--- config.mk ---
export PLATFORM = sky130hd
export DESIGN_NAME = multi_clock_divider
export DESIGN_NICKNAME = d
export VERILOG_FILES = /design/src/rtl/multi_clock_divider_pkg.sv /design/src/rtl/multi_clock_divider_channel.sv /design/src/rtl/multi_clock_divider.sv
export SDC_FILE = /design/constraint.sdc
export NUM_CORES = 1
export LEC_CHECK = 0
export BUFFER_PORTS_ARGS = -buffer_cell sky130_fd_sc_hd__buf_2
export CORE_ASPECT_RATIO = 1.2
export CORE_MARGIN = 2
export CORE_UTILIZATION = 44
export CTS_CLUSTER_DIAMETER = 100
export DETAILED_ROUTE_END_ITERATION = 16
export PLACE_DENSITY = 0.64
export SYNTH_ARGS = -nofsm -noshare
export SYNTH_HDL_FRONTEND = slang
export SYNTH_SLANG_ARGS = --single-unit
--- constraint.sdc ---
create_clock -name clk -period 12.8 [get_ports clk]
set_clock_uncertainty 0.2 [all_clocks]
set_input_delay 1.28 -clock clk [delete_from_list [all_inputs] [get_ports clk]]
set_output_delay 1.28 -clock clk [all_outputs]
set_load 0.03 [all_outputs]
--- src/rtl/multi_clock_divider_pkg.sv ---
// Shared definitions for the multi-channel clock divider: output modes,
// reset divisor and a constant-safe ceil(log2) helper.
package multi_clock_divider_pkg;

    typedef enum logic {
        MODE_TOGGLE = 1'b0,
        MODE_PULSE  = 1'b1
    } mode_e;

    localparam int unsigned DEFAULT_DIV_VAL = 50000000;

    function automatic int unsigned clog2(input int unsigned v);
        int unsigned r;
        r = 0;
        while ((64'd1 << r) < 64'(v)) begin
            r = r + 1;
        end
        return r;
    endfunction

endpackage

--- src/rtl/multi_clock_divider_channel.sv ---
// One divider channel: counter, active/shadow divisor pair with pending flag,
// and the registered clk_out/tick outputs.
module multi_clock_divider_channel
    import multi_clock_divider_pkg::*;
#(
    parameter int unsigned W           = 32,
    parameter int unsigned DEFAULT_DIV = DEFAULT_DIV_VAL
) (
    input  logic         clk,
    input  logic         rst,
    input  logic         en_i,
    input  logic         sync_i,
    input  logic         mode_i,
    input  logic         ld_i,
    input  logic [W-1:0] ld_value_i,
    output logic         clk_out_o,
    output logic         tick_o,
    output logic         pend_o
);

    logic [W-1:0] cnt_q, cnt_d;
    logic [W-1:0] active_q, active_d;
    logic [W-1:0] shadow_q, shadow_d;
    logic         pend_q, pend_d;
    logic         clk_out_q, clk_out_d;
    logic         tick_q, tick_d;
    mode_e        mode_q, mode_d;

    logic [W-1:0] eff;
    logic         wrap;
    logic         pulse;
    logic         toggle_base;

    // Divisors 0 and 1 both run at full rate so a channel can never stall.
    assign eff   = (active_q <= W'(1)) ? W'(1) : active_q;
    assign wrap  = en_i && (cnt_q == (eff - W'(1)));
    assign pulse = (mode_e'(mode_i) == MODE_PULSE);
    // Leaving pulse mode restarts the toggle output from low.
    assign toggle_base = (mode_q == MODE_PULSE) ? 1'b0 : clk_out_q;

    always_comb begin
        cnt_d     = cnt_q;
        active_d  = active_q;
        shadow_d  = shadow_q;
        pend_d    = pend_q;
        clk_out_d = clk_out_q;
        tick_d    = 1'b0;
        mode_d    = mode_e'(mode_i);

        if (sync_i) begin
            cnt_d     = '0;
            clk_out_d = 1'b0;
            active_d  = ld_i ? ld_value_i : shadow_q;
            shadow_d  = ld_i ? ld_value_i : shadow_q;
            pend_d    = 1'b0;
        end else if (!en_i) begin
            // No running period to protect: a pending divisor goes live now.
            if (pend_q) begin
                active_d = shadow_q;
            end
            if (ld_i) begin
                shadow_d = ld_value_i;
            end
            pend_d = ld_i;
            if (pulse) begin
                clk_out_d = 1'b0;
            end
        end else if (wrap) begin
            cnt_d     = '0;
            tick_d    = 1'b1;
            clk_out_d = pulse ? 1'b1 : ~toggle_base;
            if (ld_i) begin
                active_d = ld_value_i;
                shadow_d = ld_value_i;
                pend_d   = 1'b0;
            end else if (pend_q) begin
                active_d = shadow_q;
                pend_d   = 1'b0;
            end
        end else begin
            cnt_d     = cnt_q + W'(1);
            clk_out_d = pulse ? 1'b0 : toggle_base;
            if (ld_i) begin
                shadow_d = ld_value_i;
                pend_d   = 1'b1;
            end
        end
    end

    always_ff @(posedge clk or posedge rst) begin
        if (rst) begin
            cnt_q     <= '0;
            active_q  <= W'(DEFAULT_DIV);
            shadow_q  <= W'(DEFAULT_DIV);
            pend_q    <= 1'b0;
            clk_out_q <= 1'b0;
            tick_q    <= 1'b0;
            mode_q    <= MODE_TOGGLE;
        end else begin
            cnt_q     <= cnt_d;
            active_q  <= active_d;
            shadow_q  <= shadow_d;
            pend_q    <= pend_d;
            clk_out_q <= clk_out_d;
            tick_q    <= tick_d;
            mode_q    <= mode_d;
        end
    end

    assign clk_out_o = clk_out_q;
    assign tick_o    = tick_q;
    assign pend_o    = pend_q;

endmodule

--- src/rtl/multi_clock_divider.sv ---
// Multi-channel programmable clock divider: load decode and sync fan-out
// around NCH independent divider channels.
module multi_clock_divider
    import multi_clock_divider_pkg::*;
#(
    parameter int unsigned NCH         = 4,
    parameter int unsigned W           = 32,
    parameter int unsigned DEFAULT_DIV = DEFAULT_DIV_VAL,
    localparam int unsigned CHW        = (clog2(NCH) > 1) ? clog2(NCH) : 1
) (
    input  logic           clk,
    input  logic           rst,
    input  logic [NCH-1:0] en,
    input  logic           sync,
    input  logic [NCH-1:0] mode,
    input  logic           div_load,
    input  logic [CHW-1:0] div_ch,
    input  logic [W-1:0]   div_value,
    output logic [NCH-1:0] clk_out,
    output logic [NCH-1:0] tick,
    output logic [NCH-1:0] pend
);

    logic           ch_valid;
    logic [NCH-1:0] ld_we;

    // Out-of-range channel selects are dropped without touching any state.
    assign ch_valid = (32'(div_ch) < NCH);

    for (genvar i = 0; i < NCH; i++) begin : g_ch
        assign ld_we[i] = div_load && ch_valid && (div_ch == CHW'(i));

        multi_clock_divider_channel #(
            .W           (W),
            .DEFAULT_DIV (DEFAULT_DIV)
        ) u_ch (
            .clk        (clk),
            .rst        (rst),
            .en_i       (en[i]),
            .sync_i     (sync),
            .mode_i     (mode[i]),
            .ld_i       (ld_we[i]),
            .ld_value_i (div_value),
            .clk_out_o  (clk_out[i]),
            .tick_o     (tick[i]),
            .pend_o     (pend[i])
        );
    end

endmodule
==> qor.csv <==
metric,value,unit
Synth cell types,95,
CTS buffer count,43,
Die W,221.5,µm
critical path type,reg2reg,
Iteration-0 DRC Markers,1775,
Post-synth EDFFs,0,
core area,56100,µm²
Post-Syn Area,24980,µm²
via count,21900,
Hold Startpoint,g_ch[2].u_ch.shadow_q[17]$_DFF_PP1_,
die area,58700,µm²
Setup crit end kind,flop,
PwrDens,135.9,nW/µm²
"Largest delay share family, worst path",simple AND/OR/NAND/NOR gates,
worst hold slack,258.8,ps
Post-CTS Setup Bufs,0,
clock share of power,36.1,%
diodes inserted,0,
met1 GRT Util,32.85,%
Total Routing Usage GR,25.12,%
ys async rst share,100.0,%
switching share of total power,31.02,%
failing checks,DRC,
unrepaired setup endpoints after global routing,no,
die height,265.0,µm
most frequent cells in the layout,"nor2_1 (387), dfrtp_1 (304), nand2_1 (280)",
largest net degree at the start of global routing,191,
Period minus WS final,6033,ps
Slew headroom,14.19,%
fraction of layout cells with a size suffix above 1,14.88,%
WHS Endpoint,g_ch[2].u_ch.shadow_q[17]$_DFF_PP1_,
"commonest non-fill, non-tap cell in the layout",nor2_1,
Congestion Overflow GR,0,
root buf cell,clkbuf_16,
clk_lat worst skew,590,ps
maximum VDD drop,0.08302,mV
cts repair resizes,0,
hold path cells,2,
required time of the worst setup path,13080,ps
Total Wirelength,73.77,mm
Reg2Reg Setup Slack,6770,ps
cts hold-fix bufs,0,
first-pass GRT wire length,119.1,mm
Synth Register Bits,400,
clock sink count,400,
share of the synthesized area in the top cell type,30.45,%
global route hottest layer,met2,
DR pass1 iterations,11,
global placement routability congestion,0.9657,
Cells after Synth,2852,
P&R area growth vs syn,8.210,%
Worst Hold Class,reg2reg,
clk slew on worst S/H paths,60,ps
GRT met2 Usage,42.37,%
Worst path most repeated cell,nor4_1,
FF-to-FF path depth,14,
Final Setup Violations,0,
Syn Nets,2906,
Psw,1.140,mW
outcome,"complete, but fails checks",
CP max stage cell,nor4b_1,
setup TNS,0,ps
sequential area share after synthesis,40.55,%
IO buf count,57,
H-tree levels,2,
R2R Path End,g_ch[2].u_ch.cnt_q[29]$_DFFE_PP0P_,
Worst Tran Pin Value,1282,ps
Yosys warning count,0,
CTS tree,yes,
vias in the first global route,21320,
DPL Wire Length,51.50,mm
layout filler cell count,5371,
Leak,10.38,nW
largest area contributor in the netlist,dfrtp_1,
Final #Nets,2828,
WL/cell,20.86,µm
drt drc,2,
row count,95,
Int Pwr,2.534,mW
antenna violations before repair,0,
Highest Clock Rate,165.8,MHz
top post-synthesis cells by area,"dfrtp_1 (30%), dfstp_2 (10%), nor2_1 (5.8%)",
Worst Path Buf+Inv,0,
total of max-cap violations,0,
Comb pwr share,18.5,%
GRT met3 Usage,2.871,%
syn avg cell area,8.758,µm²
I/O pins,58,
CP max FO,51,
"antenna viol nets, final",0,
"slowest stage delay, CP",960,ps
sequential share of power,45.5,%
Crit path arrival time,6310,ps
"Top FF cell, synth",dfrtp_1,
Initial Util,44.52,%
clock buffer depth,3,
Tcrit/Tclk final,47.13,%
CP Launch Type,flop,
Slew Limit Fails,0,
final hold vios,0,
worst-path cell chain,nor4_1 > and2_1 > and3_1 > nor2_1 > ha_1 > nor4b_1 > nand2_1 > o32ai_1 > o21ai_0 > or4b_1 > nor4_1 > a31o_2 > nor4bb_1 > a21o_1,
Avg Vias per Cell,6.193,
origin of the critical flop-to-flop path,g_ch[2].u_ch.active_q[22]$_DFFE_PP1P_,
==> cell usage after synthesis, drive strengths merged (20+ instances only) <==
library cell  instances
or3                  44
dfrtp               304
xnor2                83
nor4                 78
and3                 36
nor3                 74
nand4                68
mux2                104
and4                 22
nand3                94
nor2                389
dfstp                96
nand2               280
a31oi                40
nand2b               23
o22a                 95
buf                  54
clkbuf              155
or2                  20
o22ai               137
inv                  50
xor2                 88
a21oi                85
o21ai                79
or4                  31
mux2i                21
==> power by group through the flow <==
stage | Clock [mW] | Combinational, mW | Sequential [mW]
5_1_grt | 1.40 | 0.753 | 1.70
4_1_cts | 1.36 | 0.679 | 1.67
2_1_floorplan | 0 | 0.569 | 1.59
3_5_place_dp | 0 | 0.675 | 1.69
3_3_place_gp | 0 | 0.660 | 1.68
6_report | 1.32 | 0.679 | 1.67
==> tightest hold or removal path, stage by stage (launching register included) <==
cell and delay (ps):
dfstp_2 370, nand2_1 50, nand2_1 40
==> stage by stage <==
| step | total power, mW | instance area [µm²] | util [%] | setup WS (ps) | cells |
|---|---|---|---|---|---|
| 3_5_place_dp | 2.363 | 25560 | 45.56 | 6941 | 3456 |
| 3_3_place_gp | 2.337 | 25560 | 45.56 | 7032 | 3456 |
| 5_1_grt | 3.857 | 27030 | 48.18 | 6440 | 3536 |
| 6_report | 3.674 | 27030 | 48.18 | 6767 | 3536 |
| 4_1_cts | 3.702 | 27030 | 48.18 | 6905 | 3536 |
| 2_1_floorplan | 2.156 | 24980 | - | 354.4 | 2852 |
==> metal layers <==
metal	part of all wire (%)	routed length (µm)
met5	0	0
met4	4.3	3160
met3	4.5	3300
met2	48	35360
met1	43	31950
==> flip-flops by register name, indices dropped and copies added (netlist names) <==
register / cells
g_ch.u_ch.shadow_q: 128
g_ch.u_ch.active_q: 128
g_ch.u_ch.clk_out_o: 4
g_ch.u_ch.pend_o: 4
g_ch.u_ch.tick_o: 4
g_ch.u_ch.mode_q: 4
g_ch.u_ch.cnt_q: 128
==> kinds of logic (layout without fill, tap and decap cells) <==
kind of cell	count (synthesis)	count (layout)	share of synthesized area, %
buffers and inverters	259	216	4.293
AO/OA/AOI/OAI	628	628	17.67
XOR/XNOR	171	171	5.996
multiplexers	125	125	5.530
flip-flops	400	400	40.55
AND/OR/NAND/NOR	1261	1261	25.56
adder cells (fa/ha/maj)	8	8	0.4007
==> worst max path at each step <==
stage,to,startpoint,slack (ps),depth (start not counted)
after floorplan,g_ch[0].u_ch.active_q[0]$_DFFE_PP0P_,rst,350,1
after global placement,g_ch[0].u_ch.active_q[31]$_DFFE_PP0P_,g_ch[0].u_ch.active_q[6]$_DFFE_PP0P_,7030,14
after detailed placement,g_ch[2].u_ch.cnt_q[29]$_DFFE_PP0P_,g_ch[2].u_ch.active_q[22]$_DFFE_PP1P_,6940,14
after CTS,g_ch[2].u_ch.cnt_q[29]$_DFFE_PP0P_,g_ch[2].u_ch.active_q[22]$_DFFE_PP1P_,6900,14
after global routing,g_ch[2].u_ch.active_q[19]$_DFFE_PP1P_,g_ch[2].u_ch.active_q[2]$_DFFE_PP0P_,6440,14
final,g_ch[2].u_ch.cnt_q[29]$_DFFE_PP0P_,g_ch[2].u_ch.active_q[22]$_DFFE_PP1P_,6770,14
==> layout make-up <==
type / count / area (µm²) / share of cell area [%]
Timing Repair Buffer: 86 / 515.5 / 1.907
Clock inverter: 19 / 246.5 / 0.9119
Tap cell: 727 / 909.6 / 3.365
Inverter: 50 / 197.7 / 0.7314
Multi-Input combinational cell: 2193 / 13810 / 51.08
Sequential cell: 400 / 10130 / 37.48
Clock buffer: 61 / 1224 / 4.527
No activity file was read; power rests on OpenSTA's default activity.
